`config.mk`:
```
export PLATFORM = sky130hd
export DESIGN_NAME = stage3_round
export DESIGN_NICKNAME = d
export VERILOG_FILES = /design/src/rtl/stage3_round_pkg.sv /design/src/rtl/stage3_round_fn.sv /design/src/rtl/stage3_round.sv
export SDC_FILE = /design/constraint.sdc
export NUM_CORES = 1
export LEC_CHECK = 0
export BUFFER_PORTS_ARGS = -buffer_cell sky130_fd_sc_hd__buf_2
export CAP_MARGIN = 0
export CORE_UTILIZATION = 45
export DETAILED_ROUTE_END_ITERATION = 12
export PLACE_DENSITY_LB_ADDON = 0.05
export SYNTH_ARGS = -nofsm -noshare
export SYNTH_HDL_FRONTEND = slang
export SYNTH_SLANG_ARGS = --single-unit
```
`constraint.sdc`:
```
create_clock -name clk2 -period 3.6 [get_ports clk2]
set_input_delay 0.9 -clock clk2 [delete_from_list [all_inputs] [get_ports clk2]]
set_output_delay 0.9 -clock clk2 [all_outputs]
set_load 0.01 [all_outputs]
```
`src/rtl/stage3_round_pkg.sv`:
```
// Shared constants, FSM encoding and key-derived helpers for the round stages.
package stage3_round_pkg;
    localparam int WIDTH = 17;
    localparam int KEYW  = 5;
    localparam int CNTW  = 3;

    typedef enum logic [1:0] {
        ST_IDLE  = 2'd0,
        ST_ROUND = 2'd1,
        ST_DONE  = 2'd2
    } state_t;

    // Round count 1..8: one extra bit so N=8 is representable.
    function automatic logic [CNTW:0] key_rounds(input logic [KEYW-1:0] key);
        return {1'b0, key[4:2]} + {{CNTW{1'b0}}, 1'b1};
    endfunction

    function automatic logic [2:0] key_rot(input logic [KEYW-1:0] key);
        return {1'b0, key[1:0]} + 3'd1;
    endfunction

    function automatic logic [WIDTH-1:0] key_rcb(input logic [KEYW-1:0] key);
        return {key, key, key, key[1:0]};
    endfunction
endpackage

```
`src/rtl/stage3_round_fn.sv`:
```
// One round: circular left rotate by r, then XOR with the round constant.
module stage3_round_fn
    import stage3_round_pkg::*;
(
    input  logic [WIDTH-1:0] work,
    input  logic [2:0]       r,
    input  logic [WIDTH-1:0] rc_k,
    output logic [WIDTH-1:0] work_next
);
    logic [2*WIDTH-1:0] dbl;

    // Shifting a doubled copy puts the rotated word in the upper half.
    assign dbl       = {work, work} << r;
    assign work_next = dbl[2*WIDTH-1 -: WIDTH] ^ rc_k;
endmodule

```
`src/rtl/stage3_round.sv`:
```
// Third pipeline stage: captures the stage-2 word once, runs 1..8 keyed
// rotate/XOR rounds and presents a sticky result until reset.
module stage3_round
    import stage3_round_pkg::*;
(
    input  logic             clk2,
    input  logic             rst,
    input  logic [KEYW-1:0]  key_bits,
    input  logic [WIDTH-1:0] stg2_out,
    input  logic             stg2_done,
    output logic             busy,
    output logic             done,
    output logic [WIDTH-1:0] stg3_out
);
    state_t           state_q, state_d;
    logic [WIDTH-1:0] work_q, work_d;
    logic [WIDTH-1:0] out_q, out_d;
    logic [KEYW-1:0]  key_q, key_d;
    logic [CNTW-1:0]  idx_q, idx_d;
    logic             busy_q, busy_d;
    logic             done_q, done_d;

    logic [WIDTH-1:0] rc_k, work_next;
    logic             last_round;

    assign rc_k       = key_rcb(key_q) ^ {{(WIDTH-CNTW){1'b0}}, idx_q};
    assign last_round = ({1'b0, idx_q} + {{CNTW{1'b0}}, 1'b1}) == key_rounds(key_q);

    stage3_round_fn u_fn (
        .work      (work_q),
        .r         (key_rot(key_q)),
        .rc_k      (rc_k),
        .work_next (work_next)
    );

    always_comb begin
        state_d = state_q;
        work_d  = work_q;
        out_d   = out_q;
        key_d   = key_q;
        idx_d   = idx_q;
        busy_d  = busy_q;
        done_d  = done_q;
        case (state_q)
            ST_IDLE: begin
                if (stg2_done && !done_q) begin
                    work_d  = stg2_out;
                    key_d   = key_bits;
                    idx_d   = '0;
                    busy_d  = 1'b1;
                    state_d = ST_ROUND;
                end
            end
            ST_ROUND: begin
                work_d = work_next;
                if (last_round) begin
                    out_d   = work_next;
                    done_d  = 1'b1;
                    busy_d  = 1'b0;
                    state_d = ST_DONE;
                end else begin
                    idx_d = idx_q + 1'b1;
                end
            end
            ST_DONE: ;
            default: state_d = ST_IDLE;
        endcase
    end

    always_ff @(posedge clk2 or posedge rst) begin
        if (rst) begin
            state_q <= ST_IDLE;
            work_q  <= '0;
            out_q   <= '0;
            key_q   <= '0;
            idx_q   <= '0;
            busy_q  <= 1'b0;
            done_q  <= 1'b0;
        end else begin
            state_q <= state_d;
            work_q  <= work_d;
            out_q   <= out_d;
            key_q   <= key_d;
            idx_q   <= idx_d;
            busy_q  <= busy_d;
            done_q  <= done_d;
        end
    end

    assign busy     = busy_q;
    assign done     = done_q;
    assign stg3_out = out_q;
endmodule

```
# == Yosys cells after proc, flatten, opt, wreduce, memory -nomap -nowiden ==
# Index checks and enable logic that the tools add are counted.
# word_totals
in_bits,25
out_inout_bits,19
regBits,46
word_cells,42
# classes
add_sub_neg,4
n_eq_ne,6
mux,11
reduce_logical,10
bitwise_logic,3
shift,1
# ops
operator,count
case mux 17 bit (2 select lines),1
left shift 34 x 3 -> 34 bit,1
two-way mux 17 bit,1
bitwise XOR 17 bit,1
bitwise XOR 17 x 3 -> 17 bit,1
AND reduction 3 bit,3
adder 3 x 1 -> 4 bit (second input constant),2
two-way mux 3 bit,2
!= test 2 bit (second input constant),3
case mux 2 bit (3 select lines),1
case mux 3 bit (2 select lines),1
AND reduction 2 bit,3
== test 4 bit,1
two-way mux 2 bit,2
adder 2 x 1 -> 3 bit (second input constant),1
adder 3 x 1 -> 3 bit (second input constant),1
== test 2 x 1 -> 1 bit (second input constant),1
== test 2 bit (second input constant),1
logical NOT 2 bit,1
two-way mux 1 bit,2
case mux 1 bit (2 select lines),1
nonzero test 2 bit,1
logical AND 1 bit,1
logical NOT 1 bit,1
NOT 1 bit,1

# == Longest topological paths before layout ==
# depth
ltp_word,4
ltp_mapped,7
ltp_nobuf,5

# == Modules after synthesis ==
# A second synthesis with hierarchy kept.
# hier_totals
hier_cells,224
hier_area_um2,2882.8
# modules_own_cells
mod,area_each_um2,n_inst,cells_each
stage3_round,2129.5,1,167
stage3_round_fn,753.2,1,57

# == Least setup slack after synthesis ==
# OpenSTA, ideal clock, no wires.
# synth_timing
kind,input to register
from,input port stg2_done
to,register work_q[3]
t_arrival_ns,2.094
setup_ns,0.119
required_ns,3.481
path_stages,6
slack_ns,1.388
cell_sequence,or4b_2 buf_2 buf_2 nand2_1 a21oi_1 a21o_2
# synth_between
elab_chain_cells,3
# synth_lines
item,line,rtl
start: declaration,stage3_round.sv:10,"input logic stg2_done,"
logical AND 1 bit,stage3_round.sv:46,if (stg2_done && !done_q) begin
!= test 2 bit (no source line),-,
AND reduction 2 bit (no source line),-,
end signal: assignment,stage3_round.sv:81,work_q <= work_d;
end: declaration,stage3_round.sv:16,"logic [WIDTH-1:0] work_q, work_d;"
# Every way passes these cells.
# A chain may end at the register's enable or synchronous reset.

# == Final worst setup path ==
# layout_timing
from,register key_q[1]
to,"register out_q[6], in the netlist stg3_out[6]"
# layout_between
elab_chain_cells,3
# layout_lines
item,line,rtl
start: declaration,stage3_round.sv:18,"logic [KEYW-1:0] key_q, key_d;"
start signal: assignment,stage3_round.sv:83,key_q <= key_d;
adder 2 x 1 -> 3 bit,stage3_round_pkg.sv:19,"return {1'b0, key[1:0]} + 3'd1;"
left shift 34 x 3 -> 34 bit,stage3_round_fn.sv:13,"assign dbl = {work, work} << r;"
bitwise XOR 17 bit,stage3_round_fn.sv:14,assign work_next = dbl[2*WIDTH-1 -: WIDTH] ^ rc_k;
end signal: assignment,stage3_round.sv:82,out_q <= out_d;
end: declaration,stage3_round.sv:17,"logic [WIDTH-1:0] out_q, out_d;"
# Every way passes these cells.

==> results.py <==
metrics = {
    "sta": {
        "finalSetupViolCount": 0,
        "clock.fmax_ghz": 0.3716,
        "timing.setup.tns_ns": 0,
        "max_slew_margin_pct": 34.83,
        "rsz0062_at_grt": "no",
        "fin_skew_ns": 0.01056,
        "worst_pin_slew_ns": 0.9761,
        "slew_violations": 0,
        "hold_violations": 0,
        "period_minus_slack_ns": 2.691,
        "min_period_over_period_pct": 74.75,
        "holdWs_ns": 0.5074,
    },
    "clocking": {
        "clk_pin_slew_ns": 0.09,
        "cts_htree_levels": 2,
        "cts_sinks": 46,
        "ctsResizeCount": 0,
        "clockBufferDepth": 2,
        "cts_setup_buffers": 0,
        "cts_buffers": 5,
        "clock_latency_ns": 0.30,
        "hold_buffers": 0,
        "cts_root_buf": "clkbuf_8",
        "tritoncts": "yes",
    },
    "synthesis": {
        "synth_area_um2": 2877,
        "synth_top_family_by_area": "multiplexers",
        "ys_async_sr_fraction_pct": 100.0,
        "synth_nets": 282,
        "synth_compound_area_share_pct": 9.004,
        "synth_xor_area_share_pct": 7.308,
        "ys_warn_count": 0,
        "avgSynthCellArea_um2": 11.32,
        "synth.distinct_cells": 30,
        "synth_top_area_share_pct": 40.02,
        "synth_ff_type": "dfrtp_1",
        "synth_cells": 254,
        "synth_edf_count": 0,
        "seq_area_frac_synth_pct": 40.02,
        "synthMuxAreaShare_pct": 28.58,
        "yosys.area_share.simple_pct": 9.091,
        "synth_top_cell_by_area": "dfrtp_1",
        "ys_ff_latch": 46,
        "synth_area_leaders": "dfrtp_1 (40%), mux4_1 (9.1%), nand2_1 (7.0%), mux2i_1 (6.3%), xnor2_1 (5.8%)",
        "synth_adder_area_share_pct": 1.305,
    },
    "worst_hold_path": {
        "min_path_cells": 1,
        "hold_class": "reg2reg",
    },
    "floorplanning": {
        "fp.dieW_um": 81.95,
        "initial_core_util_pct": 47.74,
        "num_rows": 28,
        "ios": 44,
        "die_area_um2": 6716,
        "coreArea_um2": 6026,
        "die_y_um": 81.95,
    },
    "grt": {
        "gr-total-overflow": 0,
        "grt_pass1_wl_um": 10140,
        "grt_pass1_vias": 1886,
        "grt_max_degree": 47,
        "antenna_found_initial": 0,
        "grt_usage_pct": 20.47,
    },
    "setup_path": {
        "max_stage_delay_ns": 0.66,
        "worst-path-buf-inv": 1,
        "required_ns": 3.79,
        "end_kind": "flop",
        "reg2regPathDepth": 6,
        "cp-start-kind": "flop",
        "r2r_setup_slack_ns": 0.91,
        "arrival_ns": 2.88,
        "cpMaxStageDelayCell": "ha_1",
        "path_cells": "ha_1 -> buf_4 -> mux4_1 -> mux2i_1 -> xnor2_1 -> mux2_4",
        "worstSetupPathType": "reg2reg",
        "cp_max_fo": 12,
        "cp_top_family": "multiplexers",
        "path_depth": 6,
    },
    "pwr": {
        "power_density_nw_per_um2": 1080,
        "ir_worst_vdd_v": 0.0004046,
        "p_leak_uw": 0.001576,
        "p_total_uw": 3481,
    },
    "drt": {
        "drt_wl_total_um": 6238,
        "vias": 2011,
        "antenna_left": 0,
        "vias_per_cell": 5.495,
        "drc": 0,
        "route.detailed.wl_per_inst_um": 17.04,
        "drt_first_pass_iters": 4,
        "drtIter0Drc": 124,
    },
    "place": {
        "dp_hpwl_um": 4310,
        "io_buffers": 43,
        "gp_congestion": 0.7960,
    },
    "job": {
        "drv_cap": 0,
    },
    "finish": {
        "drive_gt1_share_pct": 31.96,
        "nNetsFinal": 318,
        "diodes": 0,
        "n_fill_cell": 566,
        "syn_to_final_growth_pct": 12.09,
        "seq_area_um2": 1151,
        "multi_input_area_um2": 1605,
    },
    "outcome": {
        "run_status": "completed",
    },
}
-- flip-flops by register name, summed over array words and instances, names as in the netlist --
| register | flops |
|---|---|
| busy | 1 |
| work_q | 17 |
| key_q | 5 |
| done | 1 |
| state_q | 2 |
| idx_q | 3 |
| stg3_out | 17 |
-- placed cells by master, fill, tap and decap left out --
cell	count
a21o_1	12
a21o_2	6
a21oi_1	19
buf_2	43
buf_4	7
clkbuf_1	1
clkbuf_8	6
clkinv_2	1
dfrtp_1	46
ha_1	3
inv_1	3
inv_2	1
mux2_2	9
mux2_4	8
mux2i_1	18
mux4_1	10
mux4_2	7
nand2_1	54
nand2b_1	1
nand3_1	2
nor2_1	2
nor2_2	1
nor4_2	1
nor4b_2	1
o21ai_0	1
o311ai_0	1
o31ai_1	1
or2_2	1
or4b_2	1
xnor2_1	19
xor2_1	5
-- area by class of cell --
type                    instances  share of cell area (%)
repair buffers                 50                   8.304
multi-input cells             183                   49.79
clock inverters                 1                  0.1552
flip-flops and latches         46                   35.70
inverters                       4                  0.4657
clock buffers                   7                   2.678
well taps                      75                   2.910
-- power breakdown --
part | total (µW) | internal, µW | leakage [µW] | switching [µW]
clock network | 338 | 155 | 0.0000482 | 182
logic | 2100 | 1130 | 0.000960 | 971
registers | 1050 | 762 | 0.000567 | 285
total | 3480 | 2040 | 0.00158 | 1440
-- worst paths after layout --
kind / end / startpoint
setup / recovery: stg3_out[6]$_DFFE_PP0P_ / key_q[1]$_DFFE_PP0P_
hold / removal: stg3_out[13]$_DFFE_PP0P_ / stg3_out[13]$_DFFE_PP0P_
setup reg to reg: stg3_out[6]$_DFFE_PP0P_ / key_q[1]$_DFFE_PP0P_
hold reg to reg: stg3_out[13]$_DFFE_PP0P_ / stg3_out[13]$_DFFE_PP0P_
max in group asynchronous: work_q[11]$_DFFE_PP0P_ / rst
min in group asynchronous: stg3_out[16]$_DFFE_PP0P_ / rst
-- through the flow --
stage / instances / util, % / setup WS (ns) / area, µm²
4_1_cts: 366 / 53.51 / 0.8922 / 3224
3_5_place_dp: 358 / 51.99 / 0.9086 / 3133
5_1_grt: 366 / 53.51 / 0.7712 / 3224
2_1_floorplan: 254 / - / 1.388 / 2877
3_3_place_gp: 358 / 51.99 / 0.9731 / 3133
6_report: 366 / 53.51 / 0.9091 / 3224
-- kinds of logic (layout without fill, tap and decap cells) --
group | Yosys count | after routing
and+or+nand+nor | 64 | 64
muxes | 52 | 52
DFF | 46 | 46
AOI/OAI and AO/OA | 40 | 40
buffers and inverters | 25 | 62
xor gates and xnor gates | 24 | 24
adders and majority gates | 3 | 3
-- cells in the mapped netlist, drive strengths merged, types with 2 or more instances --
cell type,number
mux2i,18
mux2,17
nand2,54
buf,13
ha,3
nand3,2
clkbuf,8
a21o,18
a21oi,19
xor2,5
dfrtp,46
inv,4
xnor2,19
nor2,3
mux4,17
-- per-layer routing --
layer / track usage, % / part of all wire, %
met5: 0 / 0
met4: 5.263 / 0.99
met3: 3.111 / 4.3
met2: 30.17 / 44
met1: 31.21 / 51
-- worst register-to-register path: stages, from the launching register on --
cell and delay, ns:
dfrtp_1 0.51, ha_1 0.66, buf_4 0.27, mux4_1 0.58, mux2i_1 0.18, xnor2_1 0.11, mux2_4 0.27
No activity file was read; power rests on OpenSTA's default activity.
